File: src/rtl/re_buf_sched_if.sv
// re_buf_sched_if: handshake and status bundle between the RE buffer
// scheduler and its surroundings (upstream FFT/demapper, buffer strobes,
// downstream channel-estimation/demod stage).
// Optional macro RE_BUF_SCHED_LEVEL_EN adds the buffer occupancy signal.
interface re_buf_sched_if #(
  parameter int BLK_W = 4
`ifdef RE_BUF_SCHED_LEVEL_EN
  , parameter int CNT_W = 8
`endif
);
  logic             in_valid;
  logic             in_sos;
  logic             in_ready;
  logic             dn_ready;
  logic             buf_push;
  logic             buf_pop;
  logic             out_valid;
  logic             out_last;
  logic             busy;
  logic [BLK_W-1:0] blk_cnt;
  logic             err_ovf;
  logic             err_sos;
`ifdef RE_BUF_SCHED_LEVEL_EN
  logic [CNT_W-1:0] level;

  modport master (
    output in_valid, in_sos, dn_ready,
    input  in_ready, buf_push, buf_pop, out_valid, out_last, busy,
           blk_cnt, err_ovf, err_sos, level
  );

  modport slave (
    input  in_valid, in_sos, dn_ready,
    output in_ready, buf_push, buf_pop, out_valid, out_last, busy,
           blk_cnt, err_ovf, err_sos, level
  );
`else
  modport master (
    output in_valid, in_sos, dn_ready,
    input  in_ready, buf_push, buf_pop, out_valid, out_last, busy,
           blk_cnt, err_ovf, err_sos
  );

  modport slave (
    input  in_valid, in_sos, dn_ready,
    output in_ready, buf_push, buf_pop, out_valid, out_last, busy,
           blk_cnt, err_ovf, err_sos
  );
`endif
endinterface

File: src/rtl/re_buf_sched.sv
// re_buf_sched: fill-then-drain sequencer for the post-FFT I/Q RE buffer.
// Fills one block of BLK_LEN entries, then drains it under dn_ready flow
// control. Push and pop are never asserted together. Keeps a wrapping
// completed-block count and sticky overflow / stray-start error flags.
// Optional macro RE_BUF_SCHED_LEVEL_EN adds a registered occupancy output.
module re_buf_sched #(
  parameter int DEPTH   = 144,
  parameter int BLK_LEN = 144,
  parameter int CNT_W   = 8,
  parameter int BLK_W   = 4
) (
  input  logic          clk,
  input  logic          rst,
  re_buf_sched_if.slave io_bus
);

  // Block length held inside 1..DEPTH so the buffer can never overflow.
  localparam int LEN = (BLK_LEN > DEPTH) ? DEPTH : ((BLK_LEN < 1) ? 1 : BLK_LEN);
  localparam logic [CNT_W-1:0] LAST_IDX = CNT_W'(LEN - 1);

  typedef enum logic [1:0] {
    ST_IDLE  = 2'd0,
    ST_FILL  = 2'd1,
    ST_DRAIN = 2'd2
  } state_t;

  state_t           r_state;
  state_t           w_state_nxt;
  logic [CNT_W-1:0] r_wr_cnt;
  logic [CNT_W-1:0] w_wr_cnt_nxt;
  logic [CNT_W-1:0] r_rd_cnt;
  logic [CNT_W-1:0] w_rd_cnt_nxt;
  logic             w_push;
  logic             w_pop;
  logic             w_rd_last;
  logic             w_in_ready;
  logic             r_out_valid;
  logic             r_out_last;
  logic [BLK_W-1:0] r_blk_cnt;
  logic             r_err_ovf;
  logic             r_err_sos;

  // State register and entry counters.
  always_ff @(posedge clk or negedge rst) begin
    if (!rst) begin
      r_state  <= ST_IDLE;
      r_wr_cnt <= {CNT_W{1'b0}};
      r_rd_cnt <= {CNT_W{1'b0}};
    end else begin
      r_state  <= w_state_nxt;
      r_wr_cnt <= w_wr_cnt_nxt;
      r_rd_cnt <= w_rd_cnt_nxt;
    end
  end

  // Next state, buffer strobes and counter updates; a start in IDLE is the
  // first entry of a block, so a one-entry block goes straight to DRAIN.
  always_comb begin
    w_state_nxt  = r_state;
    w_wr_cnt_nxt = r_wr_cnt;
    w_rd_cnt_nxt = r_rd_cnt;
    w_push       = 1'b0;
    w_pop        = 1'b0;
    w_rd_last    = 1'b0;
    w_in_ready   = 1'b1;
    case (r_state)
      ST_IDLE: begin
        if (io_bus.in_valid && io_bus.in_sos) begin
          w_push = 1'b1;
          if (r_wr_cnt == LAST_IDX) begin
            w_wr_cnt_nxt = {CNT_W{1'b0}};
            w_state_nxt  = ST_DRAIN;
          end else begin
            w_wr_cnt_nxt = r_wr_cnt + CNT_W'(1);
            w_state_nxt  = ST_FILL;
          end
        end else begin
          w_state_nxt = ST_IDLE;
        end
      end
      ST_FILL: begin
        if (io_bus.in_valid) begin
          w_push = 1'b1;
          if (r_wr_cnt == LAST_IDX) begin
            w_wr_cnt_nxt = {CNT_W{1'b0}};
            w_state_nxt  = ST_DRAIN;
          end else begin
            w_wr_cnt_nxt = r_wr_cnt + CNT_W'(1);
          end
        end else begin
          w_wr_cnt_nxt = r_wr_cnt;
        end
      end
      ST_DRAIN: begin
        w_in_ready = 1'b0;
        if (io_bus.dn_ready) begin
          w_pop = 1'b1;
          if (r_rd_cnt == LAST_IDX) begin
            w_rd_last    = 1'b1;
            w_rd_cnt_nxt = {CNT_W{1'b0}};
            w_state_nxt  = ST_IDLE;
          end else begin
            w_rd_cnt_nxt = r_rd_cnt + CNT_W'(1);
          end
        end else begin
          w_rd_cnt_nxt = r_rd_cnt;
        end
      end
      default: begin
        w_state_nxt  = ST_IDLE;
        w_wr_cnt_nxt = {CNT_W{1'b0}};
        w_rd_cnt_nxt = {CNT_W{1'b0}};
      end
    endcase
  end

  // Output-valid alignment with the buffer's registered read port, block
  // count and sticky error flags.
  always_ff @(posedge clk or negedge rst) begin
    if (!rst) begin
      r_out_valid <= 1'b0;
      r_out_last  <= 1'b0;
      r_blk_cnt   <= {BLK_W{1'b0}};
      r_err_ovf   <= 1'b0;
      r_err_sos   <= 1'b0;
    end else begin
      r_out_valid <= w_pop;
      r_out_last  <= w_rd_last;
      if (w_rd_last) begin
        r_blk_cnt <= r_blk_cnt + BLK_W'(1);
      end
      if (io_bus.in_valid && !w_in_ready) begin
        r_err_ovf <= 1'b1;
      end
      if ((r_state == ST_FILL) && io_bus.in_valid && io_bus.in_sos) begin
        r_err_sos <= 1'b1;
      end
    end
  end

`ifdef RE_BUF_SCHED_LEVEL_EN
  logic [CNT_W-1:0] r_level;

  // Buffer occupancy; push and pop are mutually exclusive.
  always_ff @(posedge clk or negedge rst) begin
    if (!rst) begin
      r_level <= {CNT_W{1'b0}};
    end else begin
      case ({w_push, w_pop})
        2'b10:   r_level <= r_level + CNT_W'(1);
        2'b01:   r_level <= r_level - CNT_W'(1);
        default: r_level <= r_level;
      endcase
    end
  end

  assign io_bus.level = r_level;
`endif

  assign io_bus.in_ready  = w_in_ready;
  assign io_bus.buf_push  = w_push;
  assign io_bus.buf_pop   = w_pop;
  assign io_bus.busy      = (r_state != ST_IDLE);
  assign io_bus.out_valid = r_out_valid;
  assign io_bus.out_last  = r_out_last;
  assign io_bus.blk_cnt   = r_blk_cnt;
  assign io_bus.err_ovf   = r_err_ovf;
  assign io_bus.err_sos   = r_err_sos;

endmodule

File: src/flat_wrapper.sv
// flat-port wrapper written by rule: the top's interface ports become plain ports
module re_buf_sched_flat 
#(
  parameter int DEPTH   = 144,
  parameter int BLK_LEN = 144,
  parameter int CNT_W   = 8,
  parameter int BLK_W   = 4
)
  (clk, rst, io_bus_in_valid, io_bus_in_sos, io_bus_dn_ready, io_bus_in_ready, io_bus_buf_push, io_bus_buf_pop, io_bus_out_valid, io_bus_out_last, io_bus_busy, io_bus_blk_cnt, io_bus_err_ovf, io_bus_err_sos);
  re_buf_sched_if #(.BLK_W(BLK_W)) io_bus_i ();
  input  logic clk;
  input  logic rst;
  input wire logic [$bits(io_bus_i.in_valid)-1:0] io_bus_in_valid;
  input wire logic [$bits(io_bus_i.in_sos)-1:0] io_bus_in_sos;
  input wire logic [$bits(io_bus_i.dn_ready)-1:0] io_bus_dn_ready;
  output wire logic [$bits(io_bus_i.in_ready)-1:0] io_bus_in_ready;
  output wire logic [$bits(io_bus_i.buf_push)-1:0] io_bus_buf_push;
  output wire logic [$bits(io_bus_i.buf_pop)-1:0] io_bus_buf_pop;
  output wire logic [$bits(io_bus_i.out_valid)-1:0] io_bus_out_valid;
  output wire logic [$bits(io_bus_i.out_last)-1:0] io_bus_out_last;
  output wire logic [$bits(io_bus_i.busy)-1:0] io_bus_busy;
  output wire logic [$bits(io_bus_i.blk_cnt)-1:0] io_bus_blk_cnt;
  output wire logic [$bits(io_bus_i.err_ovf)-1:0] io_bus_err_ovf;
  output wire logic [$bits(io_bus_i.err_sos)-1:0] io_bus_err_sos;
  assign io_bus_i.in_valid = io_bus_in_valid;
  assign io_bus_i.in_sos = io_bus_in_sos;
  assign io_bus_i.dn_ready = io_bus_dn_ready;
  assign io_bus_in_ready = io_bus_i.in_ready;
  assign io_bus_buf_push = io_bus_i.buf_push;
  assign io_bus_buf_pop = io_bus_i.buf_pop;
  assign io_bus_out_valid = io_bus_i.out_valid;
  assign io_bus_out_last = io_bus_i.out_last;
  assign io_bus_busy = io_bus_i.busy;
  assign io_bus_blk_cnt = io_bus_i.blk_cnt;
  assign io_bus_err_ovf = io_bus_i.err_ovf;
  assign io_bus_err_sos = io_bus_i.err_sos;
  re_buf_sched #(.DEPTH(DEPTH), .BLK_LEN(BLK_LEN), .CNT_W(CNT_W), .BLK_W(BLK_W)) u_core (.clk(clk), .rst(rst), .io_bus(io_bus_i));
endmodule
File: config.mk
export PLATFORM = sky130hd
export DESIGN_NAME = re_buf_sched_flat
export DESIGN_NICKNAME = d
export VERILOG_FILES = /design/src/rtl/re_buf_sched_if.sv /design/src/rtl/re_buf_sched.sv /design/src/flat_wrapper.sv
export SDC_FILE = /design/constraint.sdc
export NUM_CORES = 1
export LEC_CHECK = 0
export ABC_AREA = 1
export BUFFER_PORTS_ARGS = -buffer_cell sky130_fd_sc_hd__clkbuf_2
export CORE_MARGIN = 2
export CORE_UTILIZATION = 55
export CTS_CLUSTER_DIAMETER = 50
export DETAILED_ROUTE_END_ITERATION = 12
export PLACE_DENSITY = 0.76
export SYNTH_ARGS = -nofsm -noshare
export SYNTH_HDL_FRONTEND = slang
export SYNTH_SLANG_ARGS = --single-unit
File: constraint.sdc
create_clock -name clk -period 3.7 [get_ports clk]
set_input_delay 0.555 -clock clk [delete_from_list [all_inputs] [get_ports clk]]
set_output_delay 0.555 -clock clk [all_outputs]
set_load 0.01 [all_outputs]
==> results.md, run 1 <==
- During placement, the flow inserted port buffers numbering 16.
- In the finished design, the share of the clock period the worst path needs comes to between 50% and 60%.
- The max-slew violation count was 0.
- The clock arrives with approximately 1.3 ps of skew.
- Synthesis produced a netlist with a net count of 188.
- After layout, the design draws a total of 0.681 mW.
- In this run the cell area measured after placement is 1500 um2.
- The largest net degree at the start of global routing is 27.
- For this run the aggregate overflow at the end of global routing stands at 0.
- From left edge to right edge, the die measures 54.4 um.
- The category of the worst setup path capture point is a primary output.
- In this run the number of H-tree levels came out at 1.
- The cell area that synthesis handed to floorplanning was between 1000 and 1500 um2.
- In this run the static leakage power is 0.867 nW.
- The maximum clock frequency is 514 MHz.
- Once detail routing completed, the nets flagged for antenna violations numbered 0.
- The net count of the finished layout is between 200 and 250.
- The number of antenna violations at the first check in global routing is 0.
- The cell type with the largest total area after synthesis is dfrtp_1.
- The total via count in the routed design is between 1,000 and 1,500.
- The core outline area is approximately 2400 um2.
- The area used by multi-input combinational logic is 643 um2.
- After detailed routing, the total wire length is 2580 um.
- The share of the synthesized area in the top cell type is 46.6%.
- The count of buffers added by post-CTS timing repair for setup is 0.
- STA classifies the critical path startpoint as a flop.
- The wire length of the first global-routing pass is 4360 um.
- The area share of and/or/nand/nor cells after synthesis is between 30% and 40%.
- Clock tree synthesis selected as its root buffer the cell clkbuf_4.
- The xor/xnor share of the synthesized area is 3.14%.
- The run finished with clean final reports.
- Global routing consumed, over all layers together, 20.6% of the routing resources.
- Of the total power, registers draw 55.1%.
- The die height is 54.4 um.
- The clock latency on the worst-skew pair is 320 ps.
- The synthesized-area fraction occupied by ao, oa, aoi and oai cells is 7.62%.
- Setup repair after global routing left no endpoint under its margin.
- The signal on the critical path passes through inv_2 > o21ai_0 > nor2_1 > clkbuf_2.
- Routability-driven placement finished with a final weighted congestion of around 0.85.
- The hold buffer count at cts is 0.
- The Yosys step of the flow raised 0 warnings.
- The adder-cell share of the synthesized area is 2.69%.
- The sequential cell area fraction in the yosys report is approximately 47%.
- The count of inserted antenna diode cells is 0.
- The worst flop-to-flop path endpoint is u_core.r_wr_cnt[1].
- The DRC marker count from the first detailed-route iteration is 29.
- The tree built by TritonCTS fans out to 26 sinks.
- By area the synthesized netlist is led by dfrtp_1 (47%), nand2_1 (15%), nor2_1 (6.2%), inv_1 (5.7%), nand3_1 (5.0%).
- After clock tree synthesis, the clock-pin slew on the worst setup and hold paths is 140 ps.
- The maximum buffer depth of the clock tree is 2.
- The worst register-to-register path has a depth of 7.
- For the pin with the worst max-slew slack, the measured transition is 647 ps.
- Fill cells in the final layout number a little over 200.
- Of the cells placed in the final design, the portion with a size suffix greater than 1 is 16.6%.
- VDD sags by at most 246 uV.
- The final count of hold timing violations is 0.
- Of the post-synthesis cell area, the part taken by muxes is 0.717%.
- The gate count of the mapped netlist is 180.
- In this run, distinct cell masters in the synthesized netlist total 24.
- Synthesis inferred 26 register bits.
- The die area is 2960 um2.
- The effective utilization at floorplan is roughly 57%.
- The number of global-route vias before repair is 1,097.
- After detailed routing, the number of vias per cell comes to 5.14.
- The sum of negative setup slack is 0 ps.
- Dividing total power by cell area gives a power density of 443 nW/um2.
- The worst setup path category is reg -> out.
- The pre-antenna-repair detailed-routing pass consisted of 4 iterations.
- STA puts the critical path data required time at 3140 ps.
- Buffers inserted during clock tree synthesis total 3.
- Max-cap violations in this run came to 0.
- Net switching is between 30 and 40% of the power.
- The synthesis-to-layout area growth is 10.2%.
- The average wire per cell in the routed design is 11.3 um.
- The TritonCTS clock tree is yes.
- The total DRC errors in the routed layout is 0.
- The worst min-delay path category is in -> async.
- On the critical path, the stage with the largest delay is an instance of dfrtp_1.
- Headroom to the max-slew limit came out at 56.8%.
- The largest fanout of any net on the critical path is 8.
- In this run the count of I/O pins placed on the die edge is 17.
- After synthesis, the largest family of logic cells by area is simple AND/OR/NAND/NOR gates.
- The minimum period implied by the final worst setup slack is 1940 ps.
- Of the total power, the clock network draws 21.6%.
- In this design, the stage delay of the slowest critical-path cell is 460 ps.
- The total number of placement rows is 18.
- The switching power of the nets is about 0.23 mW.
- The sequential cell area in the final layout is 651 um2.
- The internal power of the cells totals 0.451 mW.
- The combinational share of power is 23.4%.
- The worst register-to-register path has a setup slack of 2270 ps.
- The post-route cell area is 1540 um2.
- Once the clock tree was built, the resizer swapped 0 gates to a different size.
- The mean post-synth cell area is 7.75 um2.
- Setup violations remaining at the end of the flow were counted as 0.
- The worst endpoint data arrival time is 1390 ps.
- Summed over all nets, the half-perimeter wirelength after detailed placement is 2010 um.
- The startpoint identified for the worst register-to-register timing path is u_core.r_state[0].
## through the flow
stage	hold WS [ps]	util [%]	setup slack, ps	std cells
after floorplan	259	-	2190	180
after global placement	459	61.7	1970	225
after detailed placement	476	61.7	1880	225
after CTS	244	63.2	1740	229
after global routing	271	63.2	1670	229
final	222	63.2	1760	229
## cells in the final DEF, fill, tap and decap left out, drive strengths merged
| cell | count |
|---|---|
| o22ai | 1 |
| ha | 3 |
| o21bai | 3 |
| dfrtp | 26 |
| nand2 | 58 |
| clkbuf | 20 |
| a21oi | 4 |
| inv | 24 |
| xor2 | 3 |
| a22o | 1 |
| nand3 | 16 |
| xnor2 | 2 |
| nor2 | 26 |
| mux2i | 1 |
| o21ai | 9 |
| nand4 | 2 |
## power groups by stage
stage	clock network (mW)	registers, mW	logic [mW]
after floorplan	0	0.371	0.128
after global placement	0	0.378	0.152
after detailed placement	0	0.381	0.164
after CTS	0.149	0.376	0.163
after global routing	0.160	0.382	0.182
final	0.147	0.375	0.159
## synthesized netlist by cell type, drive strengths merged
| cell type | instances |
|---|---|
| nand3 | 16 |
| buf | 1 |
| nand4 | 2 |
| o21ai | 9 |
| o22ai | 1 |
| xor2 | 3 |
| ha | 3 |
| xnor2 | 2 |
| nand2 | 58 |
| a22o | 1 |
| mux2i | 1 |
| nor2 | 26 |
| inv | 24 |
| o21bai | 3 |
| a21oi | 4 |
| dfrtp | 26 |
## worst max path at each step
| stage | slack, ps | to | depth (start not counted) | startpoint |
|---|---|---|---|---|
| 2_1_floorplan | 2190 | io_bus_buf_push | 4 | io_bus_in_valid |
| 3_3_place_gp | 1970 | io_bus_buf_push | 6 | io_bus_in_valid |
| 3_5_place_dp | 1880 | io_bus_buf_push | 6 | io_bus_in_valid |
| 4_1_cts | 1740 | io_bus_buf_push | 4 | u_core.r_state[1] |
| 5_1_grt | 1670 | io_bus_buf_push | 4 | u_core.r_state[1] |
| 6_report | 1760 | io_bus_buf_push | 4 | u_core.r_state[1] |
## cell families (layout without fill, tap and decap cells)
group           after synthesis  count (layout)
compound gates               18              18
xor+xnor                      5               5
buf+inv                      25              44
mux                           1               1
flops                        26              26
fa+ha+maj                     3               3
simple gates                102             102
## worst max-delay path: cells and delay by family, from the launching register on
family / cells / cell delay [ps]
DFF: 1 / 460
buffers and inverters: 2 / 320
AOI/OAI and AO/OA: 1 / 150
and+or+nand+nor: 1 / 140
## final cells by class
class	count	area share, %
tap	30	2.44
clock buffer	4	2.36
multi-input combinational	129	41.8
sequential	26	42.3
inverter	24	5.86
timing repair buffer	16	5.21
## metal layers
layer	share of wire [%]	GRT usage, %
met5	0	0
met4	1.7	11.3
met3	1.5	3.01
met2	54	38.4
met1	43	22.0
## flip-flops by register name, indices dropped and copies added, names as in the netlist
register and cells:
u_core.r_state 2, u_core.r_rd_cnt 8, u_core.io_bus.out_valid 1, u_core.io_bus.out_last 1, u_core.io_bus.err_ovf 1, u_core.io_bus.blk_cnt 4
u_core.io_bus.err_sos 1, u_core.r_wr_cnt 8
Power figures use the tool's default switching activity.
==> inputs of run 2 (changes only) <==
--- a/config.mk
+++ b/config.mk
@@ -8,10 +8,10 @@
 export ABC_AREA = 1
 export BUFFER_PORTS_ARGS = -buffer_cell sky130_fd_sc_hd__clkbuf_2
 export CORE_MARGIN = 2
-export CORE_UTILIZATION = 55
+export CORE_UTILIZATION = 51
 export CTS_CLUSTER_DIAMETER = 50
 export DETAILED_ROUTE_END_ITERATION = 12
-export PLACE_DENSITY = 0.76
+export PLACE_DENSITY = 0.74
 export SYNTH_ARGS = -nofsm -noshare
 export SYNTH_HDL_FRONTEND = slang
 export SYNTH_SLANG_ARGS = --single-unit
==> constraint.sdc (replaced) <==
create_clock -name clk -period 1.6 [get_ports clk]
set_input_delay 0.24 -clock clk [delete_from_list [all_inputs] [get_ports clk]]
set_output_delay 0.24 -clock clk [all_outputs]
set_load 0.01 [all_outputs]
==> run 2 against run 1 <==
Combinational power up 140%. Die area up 7.2%. Routed wire length up 7.7%. Flip-flop and latch count unchanged. Critical path depth unchanged. Register-to-register slack worse by 2200 ps. Highest routed layer unchanged.
==> results.md, run 2 (synthesis results as in run 1) <==
- The switching power of the nets is 0.540 mW.
- The number of global-route vias before repair was 1,133.
- The average wire per cell in the routed design is ~12 um.
- Setup violations remaining at the end of the flow were counted as 0.
- Setup slack closes at 61.7 ps.
- In this run the number of H-tree levels came out at 1.
- The internal portion of the total power is 1.16 mW.
- Of the total power, the share spent switching nets is 31.7%.
- The largest single stage delay on the critical path is 460 ps.
- STA classifies the critical path endpoint as a primary output.
- Once detailed placement completed, the half-perimeter wirelength came to 2050 um.
- The worst hold path stage count is 2.
- The startpoint type of the worst setup path is a flop.
- The ratio of cells with drive above 1 in the final layout is roughly 19%.
- The worst relative slew slack is 58.1%.
- After detailed routing, the total wire length is 2780 um.
- The routability congestion estimate from global placement is between 0.8 and 0.9.
- In the layout the commonest cells are nand2_1 (54), dfrtp_1 (24), nor2_1 (23).
- The leakage component of the power is 0.894 nW.
- The core outline area is ~2500 um2.
- The clock passes through at most 2 buffers.
- The worst setup slack before clock tree synthesis is 174 ps.
- In this run the worst hold path is classified as in -> reg.
- The first routing iteration left 26 violations.
- The aggregate global-route resource usage is 19.3%.
- Across the VDD grid, the largest voltage drop is 709 uV.
- The library cell used most frequently in the layout, excluding fill and tap cells, is nand2_1.
- The worst flop-to-flop path endpoint is u_core.r_wr_cnt[2].
- Dividing the detail-routed via count by the number of cells gives 5.06.
- The worst setup path category is reg -> out.
- The clock network is responsible for 26.5% of the overall power.
- The effective utilization at floorplan is between 50 and 60%.
- The startpoint of the most critical hold path is io_bus_in_valid.
- The critical register-to-register path startpoint is u_core.r_state[1].
- The total congestion overflow is 0.
- The wire length of the first global-routing pass is 4880 um.
- The die covers 3170 um2.
- The fraction of the cycle the final worst path needs is 96.1%.
- The cell family with the largest share of critical-path delay is flip-flops.
- The total via count in the routed design is 1,178.
- The number of clock buffers added by TritonCTS is 3.
- The source of the critical timing path is u_core.r_state[1].
- The iteration count of the initial detailed-routing pass is 4.
- The overall power consumption is 1.70 mW.
- The largest fanout of any net on the critical path is 8.
- Clock-pin slew was measured on the worst setup and hold paths at roughly 150 ps.
- The total DRC errors in the routed layout is 0.
- The final count of hold timing violations was 0.
- The worst clock skew is 3.61 ps.
- The floorplan has 18 rows.
- For this design the ratio of total power to cell area is 1060 nW/um2.
- The worst endpoint data arrival time is 1300 ps.
- The signal on the critical path passes through inv_4 > o21ai_1 > nor2_1 > clkbuf_2.
- Together, buffers and inverters on the worst path number 2.
- The net count of the finished layout is ~210.
- Setup repair after global routing could not meet its margin everywhere.
- The TritonCTS clock tree is yes.
- 0 antenna diodes ended up in the layout.
- The tool flagged a number of max-cap violations equal to 0.
- The max-slew violation count is 0.
- The worst register-to-register path has a setup slack of between 100 and 150 ps.
- The number of antenna violations at the first check in global routing came to 0.
- The depth of the worst register-to-register path is 7.
- The measured slew at the worst slew-check pin is 629 ps.
- Per report_power, the sequential group accounts for about half of the total.
- The run finished with clean final reports.
- The data required time at the worst endpoint is 1360 ps.
- The largest net degree at the start of global routing is 27.
- The minimum period implied by the final worst setup slack is 1540 ps.
- The remaining antenna violation count is 0.
- Combinational logic burns 22.5% of the power.
- The tree is rooted in a clkbuf_4.
- The synthesis-to-layout area growth is 14.8%.
- The die extent in x is 56.3 um.
- 17 I/O pins were placed.
- The number of buffer cells added on primary ports is 16.
- Static timing analysis puts the maximum clock frequency at 650 MHz.
- For hold timing, the worst endpoint is u_core.r_state[0].
- Measured along the y axis, the die boundary spans 56.3 um.
- The clock drives 26 sinks.
- The clock latency on the worst-skew pair is 320 ps.
- The standard cell with the maximum stage delay on the critical path is dfrtp_2.
==> run 2: metal layers <==
metal / track usage [%] / vias to the layer above / routed length, um
li1: - / 612 / -
met1: 26.1 / 542 / 1380
met2: 30.6 / 20 / 1270
met3: 3.00 / 4 / 90
met4: 8.84 / 0 / 34
met5: 0 / - / 0
==> run 2: cell type report <==
type,count,area [um2]
Fill cell,236,943
Sequential cell,26,653
Multi-Input combinational cell,129,653
Timing Repair Buffer,20,113
Inverter,24,92.6
Tap cell,30,37.5
Clock inverter,1,30.0
Clock buffer,3,22.5
==> run 2: what timing repair did <==
action | in CTS | in global routing
pin swaps | 1 | 1
hold buffers | 1 | 0
gates cloned | 0 | 0
setup buffers | 1 | 2
setup endpoints to repair | 2 | 4
endpoints found under the hold margin | 26 | 0
gates resized for setup | 1 | 5
==> run 2: power groups by stage <==
stage / logic [mW] / clock network [mW] / registers [mW]
after floorplan: 0.295 / 0 / 0.857
after global placement: 0.357 / 0 / 0.872
after detailed placement: 0.376 / 0 / 0.879
after CTS: 0.380 / 0.460 / 0.865
after global routing: 0.453 / 0.488 / 0.891
final: 0.383 / 0.452 / 0.869
==> run 2: metrics by stage <==
stage | hold WS [ps] | setup TNS, ps | cell area (um2) | instances | util [%]
2_1_floorplan | -55.6 | 0 | 1400 | 180 | -
3_3_place_gp | 294 | 0 | 1500 | 225 | 59.0
3_5_place_dp | 301 | 0 | 1500 | 225 | 59.0
4_1_cts | 135 | 0 | 1570 | 231 | 61.8
5_1_grt | 128 | -8.40 | 1600 | 233 | 62.9
6_report | 144 | 0 | 1600 | 233 | 62.9
==> run 2: how the worst max path moves through the flow <==
| stage | depth (start not counted) | end |
|---|---|---|
| floorplan | 8 | u_core.io_bus.blk_cnt[2] |
| global route | 4 | io_bus_buf_push |
| global placement | 6 | u_core.r_wr_cnt[2] |
| finish | 4 | io_bus_buf_push |
| detailed placement | 8 | u_core.io_bus.blk_cnt[3] |
| CTS | 4 | io_bus_buf_push |
